File: src/rtl/rtc_prog_sequencer_pkg.sv
// Shared types and constants for the RTC programming sequencer.
// Holds the FSM state encoding, the data-mux select codes and the default RTC addresses.
package rtc_prog_pkg;

    typedef enum logic [3:0] {
        S_IDLE   = 4'd0,
        S_INIT_A = 4'd1,
        S_INIT_D = 4'd2,
        S_REG_A  = 4'd3,
        S_REG_D  = 4'd4,
        S_CTL_A  = 4'd5,
        S_CTL_D  = 4'd6,
        S_FIN    = 4'd7,
        S_RDST   = 4'd8,
        S_ERR    = 4'd9
    } state_t;

    localparam logic [1:0] DS_INIT_ADDR = 2'b00;
    localparam logic [1:0] DS_INIT_CMD  = 2'b01;
    localparam logic [1:0] DS_IDLE      = 2'b10;
    localparam logic [1:0] DS_USER      = 2'b11;

    localparam logic [3:0] DEF_BASE_ADDR = 4'h4;
    localparam logic [3:0] DEF_CTRL_ADDR = 4'hD;

endpackage

File: src/rtl/rtc_prog_sequencer_if.sv
// Control/handshake bundle between the sequencer (master) and the bus timing
// generator / datapath side (slave).
interface rtc_prog_sequencer_if #(
    parameter int ADDR_W = 4,
    parameter int SEL_W  = 4
);
    logic              start;
    logic              abort;
    logic              bus_done;
    logic              op_w;
    logic              i_w;
    logic              ad_w;
    logic [ADDR_W-1:0] addr_w;
    logic [SEL_W-1:0]  sel_prog;
    logic [1:0]        data_sel;
    logic              fin_w;
    logic              inicio_e;
    logic              busy;
    logic              err;

    modport master (
        input  start, abort, bus_done,
        output op_w, i_w, ad_w, addr_w, sel_prog, data_sel, fin_w, inicio_e, busy, err
    );

    modport slave (
        output start, abort, bus_done,
        input  op_w, i_w, ad_w, addr_w, sel_prog, data_sel, fin_w, inicio_e, busy, err
    );
endinterface

File: src/rtl/rtc_prog_sequencer_phase_timer.sv
// Per-phase wait counter: counts cycles spent waiting for bus_done and flags the
// last permitted cycle so the FSM can give up on that edge.
module rtc_phase_timer #(
    parameter int TIMEOUT_CYC = 255
) (
    input  logic clk,
    input  logic rst,
    input  logic i_clr,
    input  logic i_en,
    output logic o_timeout
);
    localparam int CW = $clog2(TIMEOUT_CYC + 1);

    logic [CW-1:0] r_cnt;
    logic          w_tc;

    // Terminal count marks the TIMEOUT_CYC-th cycle spent in the current phase.
    assign w_tc      = (r_cnt == CW'(TIMEOUT_CYC - 1));
    assign o_timeout = i_en && w_tc;

    always_ff @(posedge clk or posedge rst) begin
        if (rst) begin
            r_cnt <= '0;
        end else if (i_clr) begin
            r_cnt <= '0;
        end else if (i_en && !w_tc) begin
            r_cnt <= r_cnt + CW'(1);
        end
    end
endmodule

File: src/rtl/rtc_prog_sequencer.sv
// Autonomous RTC write sequencer: init transaction, N_REGS user writes, optional
// control write, then completion and optional read-start pulse.
// IDLE wait | INIT_A/D init txn | REG_A/D user reg idx | CTL_A/D ctrl reg
// FIN done pulse | RDST read-start pulse | ERR phase timed out, err sticky
module rtc_prog_sequencer
    import rtc_prog_pkg::*;
#(
    parameter int              ADDR_W      = 4,
    parameter int              SEL_W       = 4,
    parameter int              N_REGS      = 10,
    parameter logic [ADDR_W-1:0] BASE_ADDR = DEF_BASE_ADDR,
    parameter bit              EN_CTRL     = 1'b1,
    parameter logic [ADDR_W-1:0] CTRL_ADDR = DEF_CTRL_ADDR,
    parameter bit              AUTO_READ   = 1'b1,
    parameter int              TIMEOUT_CYC = 255
) (
    input  logic                clk,
    input  logic                reset,
    rtc_prog_sequencer_if.master bus
);
    if (N_REGS < 1) begin : g_bad_nregs
        $fatal(1, "N_REGS must be at least 1");
    end
    if (N_REGS > (1 << SEL_W)) begin : g_bad_sel
        $fatal(1, "N_REGS exceeds the sel_prog range");
    end
    if (int'(BASE_ADDR) + N_REGS - 1 >= (1 << ADDR_W)) begin : g_bad_addr
        $fatal(1, "user register addresses overflow addr_w");
    end
    if (TIMEOUT_CYC < 1) begin : g_bad_timeout
        $fatal(1, "TIMEOUT_CYC must be at least 1");
    end

    state_t             r_state, w_state_nxt;
    logic [SEL_W-1:0]   r_idx, w_idx_nxt;
    logic               w_phase, w_timeout, w_tmr_clr;

    logic               r_op_w, r_i_w, r_ad_w, r_fin_w, r_inicio_e, r_busy, r_err;
    logic [ADDR_W-1:0]  r_addr_w;
    logic [SEL_W-1:0]   r_sel_prog;
    logic [1:0]         r_data_sel;

    assign w_phase   = r_state inside {S_INIT_A, S_INIT_D, S_REG_A, S_REG_D, S_CTL_A, S_CTL_D};
    assign w_tmr_clr = !w_phase || (w_state_nxt != r_state);

    rtc_phase_timer #(.TIMEOUT_CYC(TIMEOUT_CYC)) u_timer (
        .clk       (clk),
        .rst       (reset),
        .i_clr     (w_tmr_clr),
        .i_en      (w_phase),
        .o_timeout (w_timeout)
    );

    always_comb begin
        w_state_nxt = r_state;
        w_idx_nxt   = r_idx;
        if (bus.abort && r_state != S_IDLE) begin
            w_state_nxt = S_IDLE;
            w_idx_nxt   = '0;
        end else if (w_phase && !bus.bus_done) begin
            // bus_done on the terminal cycle is a success, hence the timeout sits below it.
            if (w_timeout) begin
                w_state_nxt = S_ERR;
                w_idx_nxt   = '0;
            end
        end else begin
            case (r_state)
                S_IDLE:   if (bus.start) w_state_nxt = S_INIT_A;
                S_ERR:    if (bus.start) w_state_nxt = S_INIT_A;
                S_INIT_A: w_state_nxt = S_INIT_D;
                S_INIT_D: begin
                    w_state_nxt = S_REG_A;
                    w_idx_nxt   = '0;
                end
                S_REG_A:  w_state_nxt = S_REG_D;
                S_REG_D: begin
                    if (r_idx == SEL_W'(N_REGS - 1)) begin
                        w_state_nxt = EN_CTRL ? S_CTL_A : S_FIN;
                        w_idx_nxt   = '0;
                    end else begin
                        w_state_nxt = S_REG_A;
                        w_idx_nxt   = r_idx + SEL_W'(1);
                    end
                end
                S_CTL_A:  w_state_nxt = S_CTL_D;
                S_CTL_D:  w_state_nxt = S_FIN;
                S_FIN:    w_state_nxt = AUTO_READ ? S_RDST : S_IDLE;
                S_RDST:   w_state_nxt = S_IDLE;
                default:  w_state_nxt = S_IDLE;
            endcase
        end
    end

    always_ff @(posedge clk or posedge reset) begin
        if (reset) begin
            r_state    <= S_IDLE;
            r_idx      <= '0;
            r_op_w     <= 1'b0;
            r_i_w      <= 1'b0;
            r_ad_w     <= 1'b0;
            r_addr_w   <= '0;
            r_sel_prog <= '0;
            r_data_sel <= DS_IDLE;
            r_fin_w    <= 1'b0;
            r_inicio_e <= 1'b0;
            r_busy     <= 1'b0;
            r_err      <= 1'b0;
        end else begin
            r_state    <= w_state_nxt;
            r_idx      <= w_idx_nxt;
            r_op_w     <= 1'b0;
            r_i_w      <= 1'b0;
            r_ad_w     <= 1'b0;
            r_addr_w   <= '0;
            r_sel_prog <= '0;
            r_data_sel <= DS_IDLE;
            r_fin_w    <= 1'b0;
            r_inicio_e <= 1'b0;
            r_busy     <= !(w_state_nxt inside {S_IDLE, S_ERR});
            if (w_state_nxt == S_ERR)
                r_err <= 1'b1;
            else if (r_state == S_ERR && w_state_nxt == S_INIT_A)
                r_err <= 1'b0;
            // Outputs are decoded from the next state so they move on the same edge.
            case (w_state_nxt)
                S_INIT_A, S_INIT_D: begin
                    r_op_w     <= 1'b1;
                    r_i_w      <= 1'b1;
                    r_ad_w     <= (w_state_nxt == S_INIT_D);
                    r_data_sel <= (w_state_nxt == S_INIT_D) ? DS_INIT_CMD : DS_INIT_ADDR;
                end
                S_REG_A, S_REG_D: begin
                    r_op_w     <= 1'b1;
                    r_i_w      <= 1'b1;
                    r_ad_w     <= (w_state_nxt == S_REG_D);
                    r_addr_w   <= BASE_ADDR + ADDR_W'(w_idx_nxt);
                    r_sel_prog <= w_idx_nxt;
                    r_data_sel <= DS_USER;
                end
                S_CTL_A, S_CTL_D: begin
                    r_op_w     <= 1'b1;
                    r_i_w      <= 1'b1;
                    r_ad_w     <= (w_state_nxt == S_CTL_D);
                    r_addr_w   <= CTRL_ADDR;
                    r_data_sel <= DS_USER;
                end
                S_FIN:   r_fin_w    <= 1'b1;
                S_RDST:  r_inicio_e <= 1'b1;
                default: ;
            endcase
        end
    end

    assign bus.op_w     = r_op_w;
    assign bus.i_w      = r_i_w;
    assign bus.ad_w     = r_ad_w;
    assign bus.addr_w   = r_addr_w;
    assign bus.sel_prog = r_sel_prog;
    assign bus.data_sel = r_data_sel;
    assign bus.fin_w    = r_fin_w;
    assign bus.inicio_e = r_inicio_e;
    assign bus.busy     = r_busy;
    assign bus.err      = r_err;
endmodule

File: src/flat_wrapper.sv
// flat-port wrapper written by rule: the top's interface ports become plain ports
module rtc_prog_sequencer_flat import rtc_prog_pkg::*;
#(
    parameter int              ADDR_W      = 4,
    parameter int              SEL_W       = 4,
    parameter int              N_REGS      = 10,
    parameter logic [ADDR_W-1:0] BASE_ADDR = DEF_BASE_ADDR,
    parameter bit              EN_CTRL     = 1'b1,
    parameter logic [ADDR_W-1:0] CTRL_ADDR = DEF_CTRL_ADDR,
    parameter bit              AUTO_READ   = 1'b1,
    parameter int              TIMEOUT_CYC = 255
)
  (clk, reset, bus_start, bus_abort, bus_bus_done, bus_op_w, bus_i_w, bus_ad_w, bus_addr_w, bus_sel_prog, bus_data_sel, bus_fin_w, bus_inicio_e, bus_busy, bus_err);
  rtc_prog_sequencer_if #(.ADDR_W(ADDR_W), .SEL_W(SEL_W)) bus_i ();
  input  logic clk;
  input  logic reset;
  input wire logic [$bits(bus_i.start)-1:0] bus_start;
  input wire logic [$bits(bus_i.abort)-1:0] bus_abort;
  input wire logic [$bits(bus_i.bus_done)-1:0] bus_bus_done;
  output wire logic [$bits(bus_i.op_w)-1:0] bus_op_w;
  output wire logic [$bits(bus_i.i_w)-1:0] bus_i_w;
  output wire logic [$bits(bus_i.ad_w)-1:0] bus_ad_w;
  output wire logic [$bits(bus_i.addr_w)-1:0] bus_addr_w;
  output wire logic [$bits(bus_i.sel_prog)-1:0] bus_sel_prog;
  output wire logic [$bits(bus_i.data_sel)-1:0] bus_data_sel;
  output wire logic [$bits(bus_i.fin_w)-1:0] bus_fin_w;
  output wire logic [$bits(bus_i.inicio_e)-1:0] bus_inicio_e;
  output wire logic [$bits(bus_i.busy)-1:0] bus_busy;
  output wire logic [$bits(bus_i.err)-1:0] bus_err;
  assign bus_i.start = bus_start;
  assign bus_i.abort = bus_abort;
  assign bus_i.bus_done = bus_bus_done;
  assign bus_op_w = bus_i.op_w;
  assign bus_i_w = bus_i.i_w;
  assign bus_ad_w = bus_i.ad_w;
  assign bus_addr_w = bus_i.addr_w;
  assign bus_sel_prog = bus_i.sel_prog;
  assign bus_data_sel = bus_i.data_sel;
  assign bus_fin_w = bus_i.fin_w;
  assign bus_inicio_e = bus_i.inicio_e;
  assign bus_busy = bus_i.busy;
  assign bus_err = bus_i.err;
  rtc_prog_sequencer #(.ADDR_W(ADDR_W), .SEL_W(SEL_W), .N_REGS(N_REGS), .BASE_ADDR(BASE_ADDR), .EN_CTRL(EN_CTRL), .CTRL_ADDR(CTRL_ADDR), .AUTO_READ(AUTO_READ), .TIMEOUT_CYC(TIMEOUT_CYC)) u_core (.clk(clk), .reset(reset), .bus(bus_i));
endmodule
File: config.mk
export PLATFORM = sky130hd
export DESIGN_NAME = rtc_prog_sequencer_flat
export DESIGN_NICKNAME = d
export VERILOG_FILES = /design/src/rtl/rtc_prog_sequencer_pkg.sv /design/src/rtl/rtc_prog_sequencer_if.sv /design/src/rtl/rtc_prog_sequencer_phase_timer.sv /design/src/rtl/rtc_prog_sequencer.sv /design/src/flat_wrapper.sv
export SDC_FILE = /design/constraint.sdc
export NUM_CORES = 1
export LEC_CHECK = 0
export BUFFER_PORTS_ARGS = -buffer_cell sky130_fd_sc_hd__buf_4
export CAP_MARGIN = 20
export CORE_UTILIZATION = 47
export CTS_CLUSTER_SIZE = 14
export DETAILED_ROUTE_END_ITERATION = 16
export HOLD_SLACK_MARGIN = 0.08
export PLACE_DENSITY = 0.78
export SYNTH_ARGS = -nofsm -noshare
export SYNTH_HDL_FRONTEND = slang
export SYNTH_SLANG_ARGS = --single-unit
export TNS_END_PERCENT = 10
File: constraint.sdc
create_clock -name clk -period 3.09 [get_ports clk]
set_clock_uncertainty 0.15 [all_clocks]
set_input_delay 0.1545 -clock clk [delete_from_list [all_inputs] [get_ports clk]]
set_output_delay 0.1545 -clock clk [all_outputs]
set_load 0.01 [all_outputs]
* Yosys cells after proc, flatten, opt, wreduce, memory -nomap -nowiden *
Index checks and enable logic that the tools add are counted.

word-level totals
  bits of input ports = 5
  register bits = 32
  word-level logic and storage cells = 81
  output and inout bits = 17

operators by class
  reduce and logical (&&, ||, !) cells = 23
  add/subtract/negate cells = 3
  equal/unequal tests = 20
  mux-type cells = 23

operator list
  kind                   number
  $mux W4                9
  $eq A4 B3 Y1 const B   8
  $pmux W4 S8            1
  $eq A4 B2 Y1 const B   4
  $eq A4 B4 Y1 const B   4
  $mux W8                2
  $pmux W4 S2            2
  $add A8 B1 Y8 const B  1
  $eq A4 B1 Y1 const B   2
  $eq A8 B8 Y1 const B   1
  $logic_not A4 Y1       2
  $reduce_or A2 Y1       4
  $mux W1                6
  $reduce_bool A2 Y1     3
  $reduce_bool A6 Y1     1
  $reduce_or A6 Y1       1
  $logic_and A1 B1 Y1    5
  $add A3 B4 Y4 const A  1
  $add A4 B1 Y4 const B  1
  $logic_not A1 Y1       4
  $ne A4 B4 Y1           1
  $pmux W2 S2            1
  $reduce_bool A4 Y1     1
  $reduce_or A4 Y1       1
  3 further kinds        3

* Longest topological paths before layout *
  word-level depth = 10
  depth in mapped cells = 11

* By module *
A second synthesis with hierarchy kept.

unflattened totals
  cells, all modules = 196
  area, all modules = 1853.0 sq um

by module, submodules not included
  module              area an instance (sq um)  cells each  instances
  rtc_prog_sequencer  1353.8                    146         1
  rtc_phase_timer     499.2                     50          1

* Worst setup path after synthesis *
No wires, ideal clock.

  path kind = reg-to-reg
  from = register u_core.r_state[0]
  to = register u_core.r_addr_w[3], in the netlist u_core.bus.addr_w[3]
  setup time = 0.125 ns
  cell stages (with the launch flop) = 10
  path slack = 0.800 ns
  clock period less this slack = 2.290 ns
  arrival time = 2.015 ns
  cell sequence = dfrtp_1 > clkbuf_8 > nor4b_4 > nand2_1 > o211a_1 > or4_1 > buf_2 > xnor2_2 > o211ai_1 > o21ai_2

on the way
  word-level cells in the longest chain between the ends = 9
  elaborated cells on any way between the ends = 32
  those cells by class = add/sub (1); eq/ne (12); mux (10); reduce/logical (9)

RTL lines
  item                                                                   RTL line                   source
  start: declaration                                                     rtc_prog_sequencer.sv:34   state_t r_state, w_state_nxt;
  start signal: assignment                                               rtc_prog_sequencer.sv:109  r_state <= w_state_nxt;
  parallel branches: the longest is 8 deep, another holds $add A3 B4 Y4  -
  $pmux W4 S2 (*)                                                        rtc_prog_sequencer.sv:125  case (w_state_nxt)
  end signal: assignment                                                 rtc_prog_sequencer.sv:136  r_addr_w <= BASE_ADDR + ADDR_W'(w_idx_nxt);
  end: declaration                                                       rtc_prog_sequencer.sv:39   logic [ADDR_W-1:0] r_addr_w;

Every way passes the cells marked *.
A chain may end at the register's enable or synchronous reset.

* Worst setup path after layout *
  from = register u_core.r_state[1]
  to = register u_core.u_timer.r_cnt[0]

on the way
  word-level cells in the longest chain between the ends = 9
  elaborated cells on any way between the ends = 26
  those cells by class = eq/ne (9); mux (6); reduce/logical (11)

RTL lines
  item                                           RTL line                                            source
  $eq A4 B1 Y1 (tied with other cells)           rtc_prog_sequencer.sv:43, rtc_prog_sequencer.sv:67
  $reduce_bool A6 Y1                             rtc_prog_sequencer.sv:43                            assign w_phase = r_state inside {S_INIT_A, S_INIT_D, S_REG_A, S_REG_D, S_CTL_A, S_CTL_D};
  $logic_and A1 B1 Y1                            rtc_prog_sequencer_phase_timer.sv:19                assign o_timeout = i_en && w_tc;
  $mux W4                                        rtc_prog_sequencer.sv:62                            if (w_timeout) begin
  $mux W4                                        rtc_prog_sequencer.sv:60                            end else if (w_phase && !bus.bus_done) begin
  $mux W4 (*)                                    rtc_prog_sequencer.sv:57                            if (bus.abort && r_state != S_IDLE) begin
  via u_core.w_state_nxt[1]                      rtc_prog_sequencer.sv:34
  $ne A4 B4 Y1 (*)                               rtc_prog_sequencer.sv:44                            assign w_tmr_clr = !w_phase || (w_state_nxt != r_state);
  $logic_or A1 B1 Y1 (*)                         rtc_prog_sequencer.sv:44
  $mux W8 or $reduce_bool A2 Y1 (tied branches)  -
  end signal: assignment                         rtc_prog_sequencer_phase_timer.sv:27                r_cnt <= r_cnt + CW'(1);
  end: declaration                               rtc_prog_sequencer_phase_timer.sv:14                logic [CW-1:0] r_cnt;

The timed path passes the listed nets; every way through them passes the cells marked *.

==> metrics.txt <==
status complete, no violations; core area 3690 um2; NetSw 0.000658 W; Comb pwr share 43.7%; Detail Route Antenna Nets 0; Cell Area, Synth 1820 um2; Design Power 0.00160 W; Worst IR Drop VDD 656 uV; fmax 367 MHz; layout cells sized above 1 21.8%; Sw Ratio 41.0%; clock network power share 18.5%; CTS Buffer Depth 2; Cell Rows 22; Starting Density 49.4%; CP Capture Type flop; number of synthesized flops with an enable pin 0; Mapped Cells 193; DR vias/cell 5.53; Worst Setup Start Kind flop; Ys Warns 0; Rel. slew slack 65.6%; Resized cells post-CTS 0; Max Cap Viol 0; Tcrit/Tclk final 88.3%; CTS root buffer clkbuf_8; vias in the first global route 1351; Wirelength per Cell 13.6 um; DR iter-0 viols 85; Worst EP required 3120 ps; async set-reset flop share out of synthesis 100%; Worst R2R Setup Slack 360 ps; Final Hold Fails 0; post-synthesis sequential area ratio 44.0%; WP data arrival 2760 ps; ant diodes 0; Reg power frac 37.7%; Layout Nets 224; Mapped Avg Cell Area 9.44 um2; cts bufs inserted 5; top cell type's share of synthesized area 42.6%; Int Pwr 0.000946 W; Main synth FF type dfrtp_1; Vias 1460; # DRC 0; fin crit period 2730 ps; most common cell after layout, fill and taps aside dfrtp_1; global route overflow 0; GRT Util Overall 19.6%; FILL cells 338; post-CTS setup buffer count 0; 1st-pass router iterations 4; Max Slew Vio Count 0; # clock sinks 32; number of H-tree levels 2; die footprint 4130 um2; top cells by area, synth dfrtp_1 43%, nor2_1 5.6%, o21ai_0 3.6%; first-pass GRT wire length 6210 um; setup_tns 0 ps; Hold Path Class primary input to flop; final WL 3590 um; final hold slack 143 ps; width of the die 64.3 um; slew of the pin with the lowest slew margin 516 ps; CP Max Fanout 15; Final setup viols 0; largest net degree at the start of global routing 33; register bit total from synthesis 32; clk_lat worst skew 280 ps; Reg clk slew, reported paths 60 ps; I/O Pins 22; hpwl dp 2580 um; routability congestion estimate 0.967; RSZ-0062 raised after global routing false; Yosys cell types 47; area grow syn2layout 13.2%; CTS tree yes; Net Count, Synth 202; initial antenna violation count 0; PwrDens 778 nW/um2; critical path type flop to flop; Lkg Pwr 0.988 nW; chip height 64.3 um; most frequent cells in the layout 31 x dfrtp_1, 27 x nor2_1, 24 x buf_4; top cell type by total area after synthesis dfrtp_1; port buffer count 21
==> power by group through the flow <==
stage                     logic [W]  clock network (W)  registers (W)
after global routing       0.000779           0.000322       0.000618
after global placement     0.000685                  0       0.000605
final                      0.000702           0.000297       0.000605
after detailed placement   0.000692                  0       0.000609
after CTS                  0.000700           0.000305       0.000603
after floorplan            0.000592                  0       0.000579
==> logic make-up after synthesis <==
group,count (synthesis),share of synthesized area (%)
fa+ha+maj,4,2.75
buf+inv,20,7.21
compound gates,45,16.0
simple gates,81,24.3
xor+xnor,11,5.70
flops,32,44.0
==> layout make-up <==
cell class                      count  area (um2)  area share (%)
Multi-Input combinational cell    141         888            43.1
Sequential cell                    32         802            38.9
Timing Repair Buffer               25         190            9.22
Clock buffer                        7        76.3            3.70
Tap cell                           48        60.1            2.91
Inverter                           10        40.0            1.94
Clock inverter                      1        5.00           0.243
==> state kept, by name, indices dropped and copies added (netlist names) <==
name	flops
u_core.bus.fin_w	1
u_core.bus.addr_w	4
u_core.r_state	4
u_core.bus.data_sel	2
u_core.bus.err	1
u_core.bus.busy	1
u_core.bus.ad_w	1
u_core.bus.sel_prog	4
u_core.bus.op_w	1
u_core.bus.inicio_e	1
u_core.u_timer.r_cnt	8
u_core.r_idx	4
==> per-stage QoR <==
step                      worst slack, ps  area (um2)  std cells  utilization, %
after detailed placement              399        1970        255            53.4
final                                 362        2060        264            55.9
after floorplan                       800        1820        193               -
after CTS                             374        2060        264            55.9
after global placement                513        1970        255            53.4
after global routing                  119        2060        264            55.9
==> what timing repair did <==
action,4_1_cts,5_1_grt
setup endpoints to repair,0,0
endpoints found under the hold margin,31,0
hold buffers,1,0
==> synthesized netlist by cell type, types with 3 or more instances <==
library cell / n
dfrtp_1: 31
clkbuf_8: 3
nand2_1: 14
xnor2_1: 3
buf_2: 4
a21oi_1: 12
nor2_1: 27
ha_1: 4
nor3_1: 9
nand4_1: 3
o21ai_0: 13
xor2_1: 7
nand3_1: 8
a211oi_1: 5
o211ai_1: 3
inv_1: 9
==> metal layers <==
metal,track usage (%),part of all wire (%),vias to the layer above
li1,-,-,724
met1,26.8,48,689
met2,30.3,45,41
met3,3.93,5.3,6
met4,7.78,1.3,0
met5,0,0,-
==> worst max-delay path, cell delays in order, from the launching register on <==
cell and delay (ps):
dfrtp_1 560, nor3_1 330, nand3b_1 230, o21ai_1 80
a211o_2 460, inv_4 120, xnor2_1 160, nand4_2 250
a211oi_1 290
==> worst paths after layout <==
check                                            start                             endpoint  cells past startpoint
max                        u_core.r_state[1]$_DFF_PP0_  u_core.u_timer.r_cnt[0]$_DFFE_PP0P_                      8
min                                          bus_abort          u_core.r_state[0]$_DFF_PP0_                      4
max reg2reg                u_core.r_state[1]$_DFF_PP0_  u_core.u_timer.r_cnt[0]$_DFFE_PP0P_                      8
min reg2reg                 u_core.bus.err$_DFFE_PP0P_           u_core.bus.err$_DFFE_PP0P_                      2
max in group asynchronous                        reset     u_core.bus.data_sel[1]$_DFF_PP1_                      4
min in group asynchronous                        reset        u_core.bus.inicio_e$_DFF_PP0_                      4
Power figures use the tool's default switching activity.
